$ cat src/rtl/trng_entropy_sampler_pkg.sv
// Shared types and default sizing for the TRNG entropy sampler.
// Latency: n/a (types and constants only).
// Backpressure: n/a.
package trng_pkg;

  // Von Neumann corrector phase: waiting for the first or the second sample of a pair
  typedef enum logic {
    VN_FIRST  = 1'b0,
    VN_SECOND = 1'b1
  } vn_state_e;

  localparam int TRNG_DIV_W     = 8;
  localparam int TRNG_OUT_W     = 8;
  localparam int TRNG_RCT_LIMIT = 32;

endpackage

$ cat src/rtl/trng_entropy_sampler_vn_debias.sv
// Von Neumann debiaser: pairs strobed samples, emits 'a' when the pair differs.
// Latency: bit_out/bit_vld are combinational in the strobe cycle that takes the second sample.
// Backpressure: none; every emitted bit must be consumed in the cycle it is valid.
module trng_vn_debias
  import trng_pkg::*;
(
  input  logic clk,
  input  logic rst,
  input  logic clr,
  input  logic strobe,
  input  logic bit_in,
  output logic bit_out,
  output logic bit_vld
);

  vn_state_e state;
  logic      a;

  // Pair tracking: latch first sample, return to FIRST after the second
  always_ff @(posedge clk) begin
    if (rst || clr) begin
      state <= VN_FIRST;
      a     <= 1'b0;
    end else if (strobe) begin
      if (state == VN_FIRST) begin
        a     <= bit_in;
        state <= VN_SECOND;
      end else begin
        state <= VN_FIRST;
      end
    end
  end

  // A differing pair yields the first sample; equal pairs are discarded
  assign bit_vld = strobe && (state == VN_SECOND) && (a != bit_in);
  assign bit_out = a;

endmodule

$ cat src/rtl/trng_entropy_sampler.sv
// TRNG sampler: sync ring-osc output, sample at div+1 rate, VN debias, pack into OUT_W words.
// Latency: raw_in->s2 2 cycles; completing bit -> out_valid 1 cycle.
// Backpressure: valid/ready; a word completing while the previous is held is dropped (sticky overflow).
// Optional repetition-count health test is built when TRNG_HEALTH_EN is defined.
module trng_entropy_sampler
  import trng_pkg::*;
#(
  parameter int DIV_W     = TRNG_DIV_W,
  parameter int OUT_W     = TRNG_OUT_W,
  parameter int RCT_LIMIT = TRNG_RCT_LIMIT
) (
  input  logic             clk,
  input  logic             rst,
  input  logic             en,
  input  logic             raw_in,
  input  logic [DIV_W-1:0] div,
  output logic [OUT_W-1:0] out_data,
  output logic             out_valid,
  input  logic             out_ready,
  output logic             overflow,
  output logic             health_fail
);

  localparam int CW = (OUT_W > 1) ? $clog2(OUT_W) : 1;

  logic             s1, s2;
  logic [DIV_W-1:0] pcnt, div_q, div_cur;
  logic             strobe;
  logic             vn_bit, vn_vld;
  logic [OUT_W-1:0] sr, word;
  logic [CW-1:0]    bcnt;
  logic             word_done, hf_block, load;

  // Two-flop synchroniser for the asynchronous oscillator output
  always_ff @(posedge clk) begin
    if (rst) begin
      s1 <= 1'b0;
      s2 <= 1'b0;
    end else begin
      s1 <= raw_in;
      s2 <= s1;
    end
  end

  // div is captured at the start of each period so a change only lands at the next wrap
  assign div_cur = (pcnt == '0) ? div : div_q;
  assign strobe  = en && (pcnt == div_cur);

  // Prescaler: count 0..div, held at 0 while disabled
  always_ff @(posedge clk) begin
    if (rst) begin
      pcnt  <= '0;
      div_q <= '0;
    end else begin
      div_q <= div_cur;
      if (!en || strobe) pcnt <= '0;
      else               pcnt <= pcnt + 1'b1;
    end
  end

  trng_vn_debias u_vn (
    .clk     (clk),
    .rst     (rst),
    .clr     (!en),
    .strobe  (strobe),
    .bit_in  (s2),
    .bit_out (vn_bit),
    .bit_vld (vn_vld)
  );

  assign word      = {sr[OUT_W-2:0], vn_bit};
  assign word_done = vn_vld && (bcnt == CW'(OUT_W - 1));
  assign load      = word_done && !hf_block && (!out_valid || out_ready);

  // Shift register and bit count; cleared when sampling is disabled
  always_ff @(posedge clk) begin
    if (rst || !en) begin
      sr   <= '0;
      bcnt <= '0;
    end else if (vn_vld) begin
      sr   <= word;
      bcnt <= word_done ? '0 : bcnt + 1'b1;
    end
  end

  // Output register, handshake and sticky overflow
  always_ff @(posedge clk) begin
    if (rst) begin
      out_data  <= '0;
      out_valid <= 1'b0;
      overflow  <= 1'b0;
    end else begin
      if (load) begin
        out_data  <= word;
        out_valid <= 1'b1;
      end else if (out_valid && out_ready) begin
        out_valid <= 1'b0;
      end
      if (word_done && !hf_block && out_valid && !out_ready) overflow <= 1'b1;
    end
  end

`ifdef TRNG_HEALTH_EN
  localparam logic [7:0] RCT_MAX = 8'(RCT_LIMIT);

  logic [7:0] rct;
  logic [7:0] rct_nxt;
  logic       rct_prev;

  // Zero count marks "no previous sample" after reset or disable
  always_comb begin
    rct_nxt = rct;
    if (rct == 8'd0 || s2 != rct_prev) rct_nxt = 8'd1;
    else if (rct != RCT_MAX)           rct_nxt = rct + 8'd1;
  end

  // Repetition-count test on strobed samples; failure is sticky until reset
  always_ff @(posedge clk) begin
    if (rst) begin
      rct         <= 8'd0;
      rct_prev    <= 1'b0;
      health_fail <= 1'b0;
    end else if (!en) begin
      rct <= 8'd0;
    end else if (strobe) begin
      rct      <= rct_nxt;
      rct_prev <= s2;
      if (rct_nxt == RCT_MAX) health_fail <= 1'b1;
    end
  end

  assign hf_block = health_fail;
`else
  logic unused_cfg;
  assign unused_cfg  = (RCT_LIMIT > 0);
  assign hf_block    = 1'b0;
  assign health_fail = 1'b0;
`endif

endmodule

$ cat config.mk
export PLATFORM = sky130hd
export DESIGN_NAME = trng_entropy_sampler
export DESIGN_NICKNAME = d
export VERILOG_FILES = /design/src/rtl/trng_entropy_sampler_pkg.sv /design/src/rtl/trng_entropy_sampler_vn_debias.sv /design/src/rtl/trng_entropy_sampler.sv
export SDC_FILE = /design/constraint.sdc
export NUM_CORES = 1
export LEC_CHECK = 0
export ABC_AREA = 1
export CAP_MARGIN = 20
export CORE_ASPECT_RATIO = 2
export CORE_UTILIZATION = 55
export DETAILED_ROUTE_END_ITERATION = 12
export GPL_ROUTABILITY_DRIVEN = 0
export PLACE_DENSITY = 0.78
export RECOVER_POWER = 25
export SETUP_SLACK_MARGIN = 0.2
export SLEW_MARGIN = 25
export SYNTH_ARGS = -nofsm -noshare
export SYNTH_HDL_FRONTEND = slang
export SYNTH_SLANG_ARGS = --single-unit
$ cat constraint.sdc
create_clock -name clk -period 2.64 [get_ports clk]
set_clock_uncertainty 0.2 [all_clocks]
set_input_delay 0.528 -clock clk [delete_from_list [all_inputs] [get_ports clk]]
set_output_delay 0.528 -clock clk [all_outputs]
set_load 0.05 [all_outputs]
* After elaboration in Yosys (flattened, before gate mapping) *
Index checks and enable logic that the tools add are counted.

word-level totals
  register bits = 40
  output and inout port bits = 11

cells by class
  reductions and logical operators = 18
  add/subtract/negate cells = 2
  equal/unequal tests = 3
  muxes and demuxes = 5
  bitwise logic cells = 1

operator list
  kind                                         number
  adder 8 x 1 -> 8 bit, second input constant  1
  == test 8 bit                                1
  logical AND 1 bit                            8
  zero test 8 bit                              1
  two-way mux 8 bit                            1
  adder 3 x 1 -> 3 bit, second input constant  1
  == test 3 bit, second input constant         1
  zero test 1 bit                              3
  logical OR 1 bit                             3
  two-way mux 1 bit                            3
  two-way mux 3 bit                            1
  AND reduction 2 bit                          1
  nonzero test 2 bit                           1
  OR reduction 2 bit                           1
  inequality test 1 bit                        1
  NOT 1 bit                                    1

* Logic depth before layout (Yosys ltp) *
  depth in word-level cells = 9
  gate-level depth with buffers = 18
  gate-level depth less buffers = 17

* By module *
Synthesis repeated with hierarchy kept, for this count alone.

second synthesis, totals
  cell total of the unflattened synthesis = 249
  area, all modules = 1888.1 µm²

modules (own cells, without submodules)
  module                area each (µm²)  cells each  times used
  trng_entropy_sampler  1779.2           234         1
  trng_vn_debias        108.9            15          1

* Least setup slack after synthesis *
No wires, ideal clock.

  path kind = flip-flop to flip-flop
  start point = register pcnt[0]
  end point = register out_data[6]
  stages on the path, launching flop included = 19
  slack = 358 ps
  data arrival time = 1968 ps
  setup time = 114 ps
  cells stage by stage = dfxtp_1 -> inv_1 -> ha_1 -> nand2_4 -> nor2_8 -> nand2_4 -> nand2_4 -> nand2_2 -> nand2_2 -> nand2_2 -> inv_2 -> nand2_2 -> nor2_2 -> nand3_2 -> nor2_4 -> buf_6 -> nand4_1 -> nand2_1 -> nor2_1

on the way
  word-level cells in the longest chain between the ends = 8

ends and longest elaborated chain
  item                              RTL line                              source
  start: declaration                trng_entropy_sampler.sv:27            logic [DIV_W-1:0] pcnt, div_q, div_cur;
  start signal: assignment          trng_entropy_sampler.sv:57            else pcnt <= pcnt + 1'b1;
  zero test 8 bit                   trng_entropy_sampler.sv:46            assign div_cur = (pcnt == '0) ? div : div_q;
  two-way mux 8 bit                 trng_entropy_sampler.sv:46
  == test 8 bit *                   trng_entropy_sampler.sv:47            assign strobe = en && (pcnt == div_cur);
  logical AND 1 bit *               trng_entropy_sampler.sv:47
  logical AND 1 bit * (2 in a row)  trng_entropy_sampler_vn_debias.sv:35  assign bit_vld = strobe && (state == VN_SECOND) && (a != bit_in);
  logical AND 1 bit *               trng_entropy_sampler.sv:72            assign word_done = vn_vld && (bcnt == CW'(OUT_W - 1));
  logical AND 1 bit *               trng_entropy_sampler.sv:73            assign load = word_done && !hf_block && (!out_valid || out_ready);
  end signal: assignment            trng_entropy_sampler.sv:94            out_data <= word;
  end: declaration                  trng_entropy_sampler.sv:17            output logic [OUT_W-1:0] out_data,

Mark *: on every way between the ends. The rest lies on a longest branch, timed or not.
A chain may end at the register's enable or synchronous reset.

* Final worst setup path *
  start point = register pcnt[0]
  end point = register out_data[5]

The elaborated chain is that of the path after synthesis.

==> flow_metrics.py <==
metrics = {
    "final_layout": {
        "fillCellCount": 314,
        "nets": 356,
        "diodes": 0,
        "area_growth_pct": 25.47,
        "drive_gt1_share_pct": 21.47,
        "fin_util_pct": 73.20,
    },
    "pwr": {
        "comb_power_share_pct": 14.5,
        "switching_share_pct": 26.93,
        "p_leak_uw": 0.001145,
        "clkPwrFrac_pct": 34.9,
        "pwr_density_cell_mw_per_mm2": 461.8,
        "power_switching_uw": 331.9,
        "p_seq_share_pct": 50.6,
        "internal-power_uw": 900.6,
        "peakVddDrop_mv": 0.5343,
    },
    "global_routing": {
        "grt_pass1_wl_um": 8238,
        "use_met3_pct": 4.418,
        "antenna_found_initial": 0,
        "grt_pass1_vias": 1938,
        "use_met1_pct": 25.92,
        "use_met2_pct": 48.83,
        "track_usage_pct": 27.01,
        "top_usage_layer": "met2",
        "grt_overflow_total": 0,
        "grt_max_degree": 28,
    },
    "detailed_routing": {
        "routed_via_density": 5.285,
        "num_vias": 2056,
        "postRouteAntennaNets": 0,
        "firstDrtPassIters": 4,
        "drt-wirelength-per-cell_um": 13.64,
        "totalWireLength_um": 5307,
        "drc_errors": 0,
        "drt_iter0_drc": 44,
    },
    "critical_path": {
        "rrSetupSlack_ps": 120,
        "critPathCaptureType": "flip-flop",
        "crit_start": "pcnt[0]",
        "required_ps": 2630,
        "critPathArrivalTime_ps": 2520,
        "crit_type": "flip-flop to flip-flop",
        "rr_startpoint": "pcnt[0]",
        "cp_max_fo": 8,
        "worstSetupStartpointType": "flip-flop",
    },
    "sta": {
        "holdWs_ps": 204.0,
        "hold_viol": 0,
        "relSlewSlack_pct": 48.02,
        "slew_viol_final": 0,
        "min_period_over_period_pct": 95.64,
        "grt_setup_unrepaired": "yes",
        "timing.fmax_ghz": 0.3961,
        "worst_slack_ps": 115.1,
        "tightestPinTransition_ps": 779.7,
        "finalSetupTns_ps": 0,
        "finalSetupViolations": 0,
        "fin_crit_ps": 2525,
    },
    "die": {
        "start_util_pct": 58.34,
        "rows": 31,
        "dieArea_mm2": 0.004135,
        "die_w_um": 45.98,
        "ioPinCount": 24,
        "core_mm2": 0.003646,
        "fp.dieH_um": 89.95,
    },
    "synthesis": {
        "ys_types": 33,
        "yosysWarnings": 0,
        "synth_area_per_cell_um2": 7.043,
        "syn-num-nets": 319,
        "synth_seq_cells": 40,
        "synth_seq_area_share_pct": 37.65,
        "netlist_area_mm2": 0.002127,
        "synth_cells": 302,
    },
    "hold_path": {
        "hold_class": "flip-flop to flip-flop",
        "min_from": "s1",
    },
    "clock_tree": {
        "cts_tree": "built",
        "postCtsHoldBufs": 0,
        "numCtsBuffers": 5,
        "cts_buffer_depth": 2,
        "h-tree-depth": 2,
        "clockRootBuffer": "clkbuf_8",
        "clk_pin_slew_worst_paths_ps": 80,
        "cts_sinks": 40,
        "clk_latency_ps": 300,
    },
    "placed_design": {
        "portBuffers": 22,
        "dpl_worst_slack_ps": 77.29,
        "dp_hpwl_um": 3756,
    },
    "outcome": {
        "status": "complete, no violations",
    },
    "job": {
        "maxCapViolations": 0,
    },
}
==> synthesized netlist by cell type, drive strengths merged <==
cell type   n  area [µm²]
conb        1       3.750
o21bai      4       30.03
or2         2       12.52
nand4       9       56.30
nand3      38       212.7
xor2        1       8.760
o21ai      12       60.05
ha          4       50.05
nor3        3       15.01
nor3b       2       15.01
nor4        1       6.260
clkbuf      2       7.510
clkinv      1       3.750
nand2      69       306.5
inv        44       165.2
a21boi      1       7.510
a21oi      19       110.1
buf         4       35.03
dfxtp      40       800.8
nor2       45       220.2
==> cells by family after synthesis <==
group / synth area share, %
buffers and inverters: 9.941
AND/OR/NAND/NOR: 39.71
AO/OA/AOI/OAI: 9.764
XOR/XNOR: 0.4118
other: 0.1763
flip-flops: 37.65
adder cells (fa/ha/maj): 2.353
==> power by group through the flow <==
stage | combinational, µW | sequential (µW) | clock, µW
finish | 179 | 623 | 431
global route | 196 | 624 | 456
CTS | 162 | 624 | 435
detailed placement | 159 | 638 | 0
global placement | 157 | 638 | 0
floorplan | 113 | 635 | 0
==> final timing paths <==
check,end,depth (start not counted)
hold / removal,s2,2
setup reg to reg,out_data[5],16
setup / recovery,out_data[5],16
hold reg to reg,s2,2
==> routing by layer <==
layer  vias to the layer above  part of all wire (%)
li1                       1042                     -
met1                       947                    36
met2                        48                    56
met3                        19                   2.9
met4                         0                   4.3
met5                         -                     0
==> area by class of cell <==
cell class | instances | area, µm² | area share [%]
Sequential cell | 40 | 805.8 | 30.19
Inverter | 45 | 173.9 | 6.517
Multi-Input combinational cell | 212 | 1176 | 44.07
Timing Repair Buffer | 35 | 361.6 | 13.55
Clock buffer | 8 | 90.09 | 3.376
Tap cell | 49 | 61.31 | 2.297
==> registers in the layout, summed over array words and instances, names as in the netlist <==
register      flops
div_q             8
out_valid         1
sr                7
s1                1
overflow          1
u_vn.state        1
out_data          8
s2                1
pcnt              8
u_vn.bit_out      1
bcnt              3
==> worst max-delay path, stage by stage, from the launching register on <==
cell	delay, ps
dfxtp_2	340
inv_2	90
ha_4	170
nand3_4	110
nor2_4	260
inv_2	100
nand2_2	100
nand3_2	70
nand2_2	90
nand2_2	60
nor2_4	130
nand3_4	100
nor2_4	220
clkbuf_16	190
nand4_1	70
nand2_1	80
nor2_1	40
==> cell usage in the layout, fill, tap and decap left out, types with 3 or more instances in the layout <==
master,n
inv_2,10
a21oi_2,4
nand2_4,3
dlygate4sd3_1,3
dfxtp_1,38
nor2_1,36
a21oi_1,15
o21ai_0,4
clkbuf_1,3
nand2_1,48
nand3_1,34
clkdlybuf4s50_1,19
nand2_2,18
o21ai_1,8
clkbuf_8,6
ha_1,3
o21bai_1,4
nor2_4,5
nand4_1,9
nor2_2,4
buf_4,9
inv_1,32
nor3_1,3
==> timing repair <==
action                     4_1_cts  5_1_grt
cloned                           0        3
buffers inserted                 0        5
pin swaps                        1       18
setup endpoints to repair       20       21
gates resized for setup          4       23
==> metrics by stage <==
stage / area, µm² / instances / power [µW]
2_1_floorplan: 2127 / 302 / 748.2
3_3_place_gp: 2424 / 373 / 794.9
3_5_place_dp: 2424 / 373 / 796.0
4_1_cts: 2526 / 381 / 1220
5_1_grt: 2669 / 389 / 1276
6_report: 2669 / 389 / 1232
Note: power is estimated with default switching activity, not from simulation.
==> patch: new RTL, same flow settings <==
The package constant `TRNG_OUT_W` goes from 8 to 4.
--- a/src/rtl/trng_entropy_sampler_pkg.sv
+++ b/src/rtl/trng_entropy_sampler_pkg.sv
@@ -10,7 +10,7 @@
   } vn_state_e;
 
   localparam int TRNG_DIV_W     = 8;
-  localparam int TRNG_OUT_W     = 8;
+  localparam int TRNG_OUT_W     = 4;
   localparam int TRNG_RCT_LIMIT = 32;
 
 endpackage
Ports: changed (resized out_data); port bits go from 24 to 20. No check against the original RTL was run, so the function may have changed too.
==> patch against the original RTL <==
  * Design area decreased by 13%
  * Routed wire length shrank 11%
  * Sequential cell count down 9
  * Synthesized area decreased by 17%
  * Power is 11% lower
  * Core utilization up 3.5 points
  * Worst setup slack better by 190 ps
  * Fmax is 8.0% higher
  * Global-route usage rose by 1.9 points
  * Critical path type unchanged
  * Largest power group unchanged
  * Highest routed layer unchanged
==> patch: results <==
[setup_path]
critical_path_arrival_ps = 2330
slowest_stage = dfxtp_4
cpPeakStageDelay_ps = 370
reg2reg_depth = 14
rrSetupSlack_ps = 300
crit_path_end = out_data[3]

[synthesis]
synthXorXnorAreaFrac = 0.0199
synth-compound-area-share = 0.0916
yosysSeqAreaShare = 0.352
synth_fa_ha_area_frac = 0.0213
synth_area_leaders = dfxtp_1, nand2_1, nand3_1, inv_1, nor2_1
ys_types = 28
synth_nets = 271

[grt]
grtUsageTotal = 0.289
grt_pass1_vias = 1676
met3_usage = 0.0505
grt_max_degree = 14
grt_use_met1 = 0.257
globalRouteMet2Util = 0.566
grt_pass1_wl_mm = 7.36

[placement]
placed_cell_area_mm2 = 0.00198
dp_cells = 303
post-place-ws_ps = 80.7
port_buffers = 18

[sta]
slew-limit-headroom = 0.531
fin_crit_sh = 0.886

[routing]
wl_per_cell_um = 14.7
wl_met2_mm = 2.65
via_count = 1840
via_per_inst = 5.70
wl_met3_um = 204
routedLengthMet1_mm = 1.56

[clocking]
numCtsBuffers = 5

[power_and_ir_drop]
power_leakage_uw = 0.00103

[final_layout]
finalNetCount = 308
reg.largest.list = div_q: 8 flops, pcnt: 8 flops, out_data: 4 flops

[run_status]
outcome = complete, no violations
## patch: power breakdown
part	internal (uW)	switching (uW)	leakage, uW
Sequential	479	10.6	0.000257
Combinational	77.0	110	0.000727
Clock	237	187	0.0000505
## patch: what timing repair did
action	CTS	global route
resized for setup	3	41
endpoints found under the setup margin	9	13
pin swaps	3	24
cloned	2	2
setup buffers	2	6
## patch: worst min path at each step
stage,startpoint,to,cells past startpoint
6_report,s1,s2,2
5_1_grt,s1,s2,2
4_1_cts,s1,s2,2
3_5_place_dp,s1,s2,2
3_3_place_gp,s1,s2,2
2_1_floorplan,s1,s2,2
## patch: area by class of cell
type / count / area, um^2
multi-input cells: 186 / 1120
fillers: 229 / 702
repair buffers: 29 / 263
inverters: 39 / 151
well taps: 30 / 37.5
flip-flops and latches: 31 / 636
clock buffers: 7 / 96.3
clock inverters: 1 / 7.51
## patch: worst max-delay path: cells and delay by family (launching register included)
family,cells,cell delay [ps]
buf+inv,2,260
fa+ha+maj,1,150
flops,1,370
compound gates,1,190
simple gates,10,1070
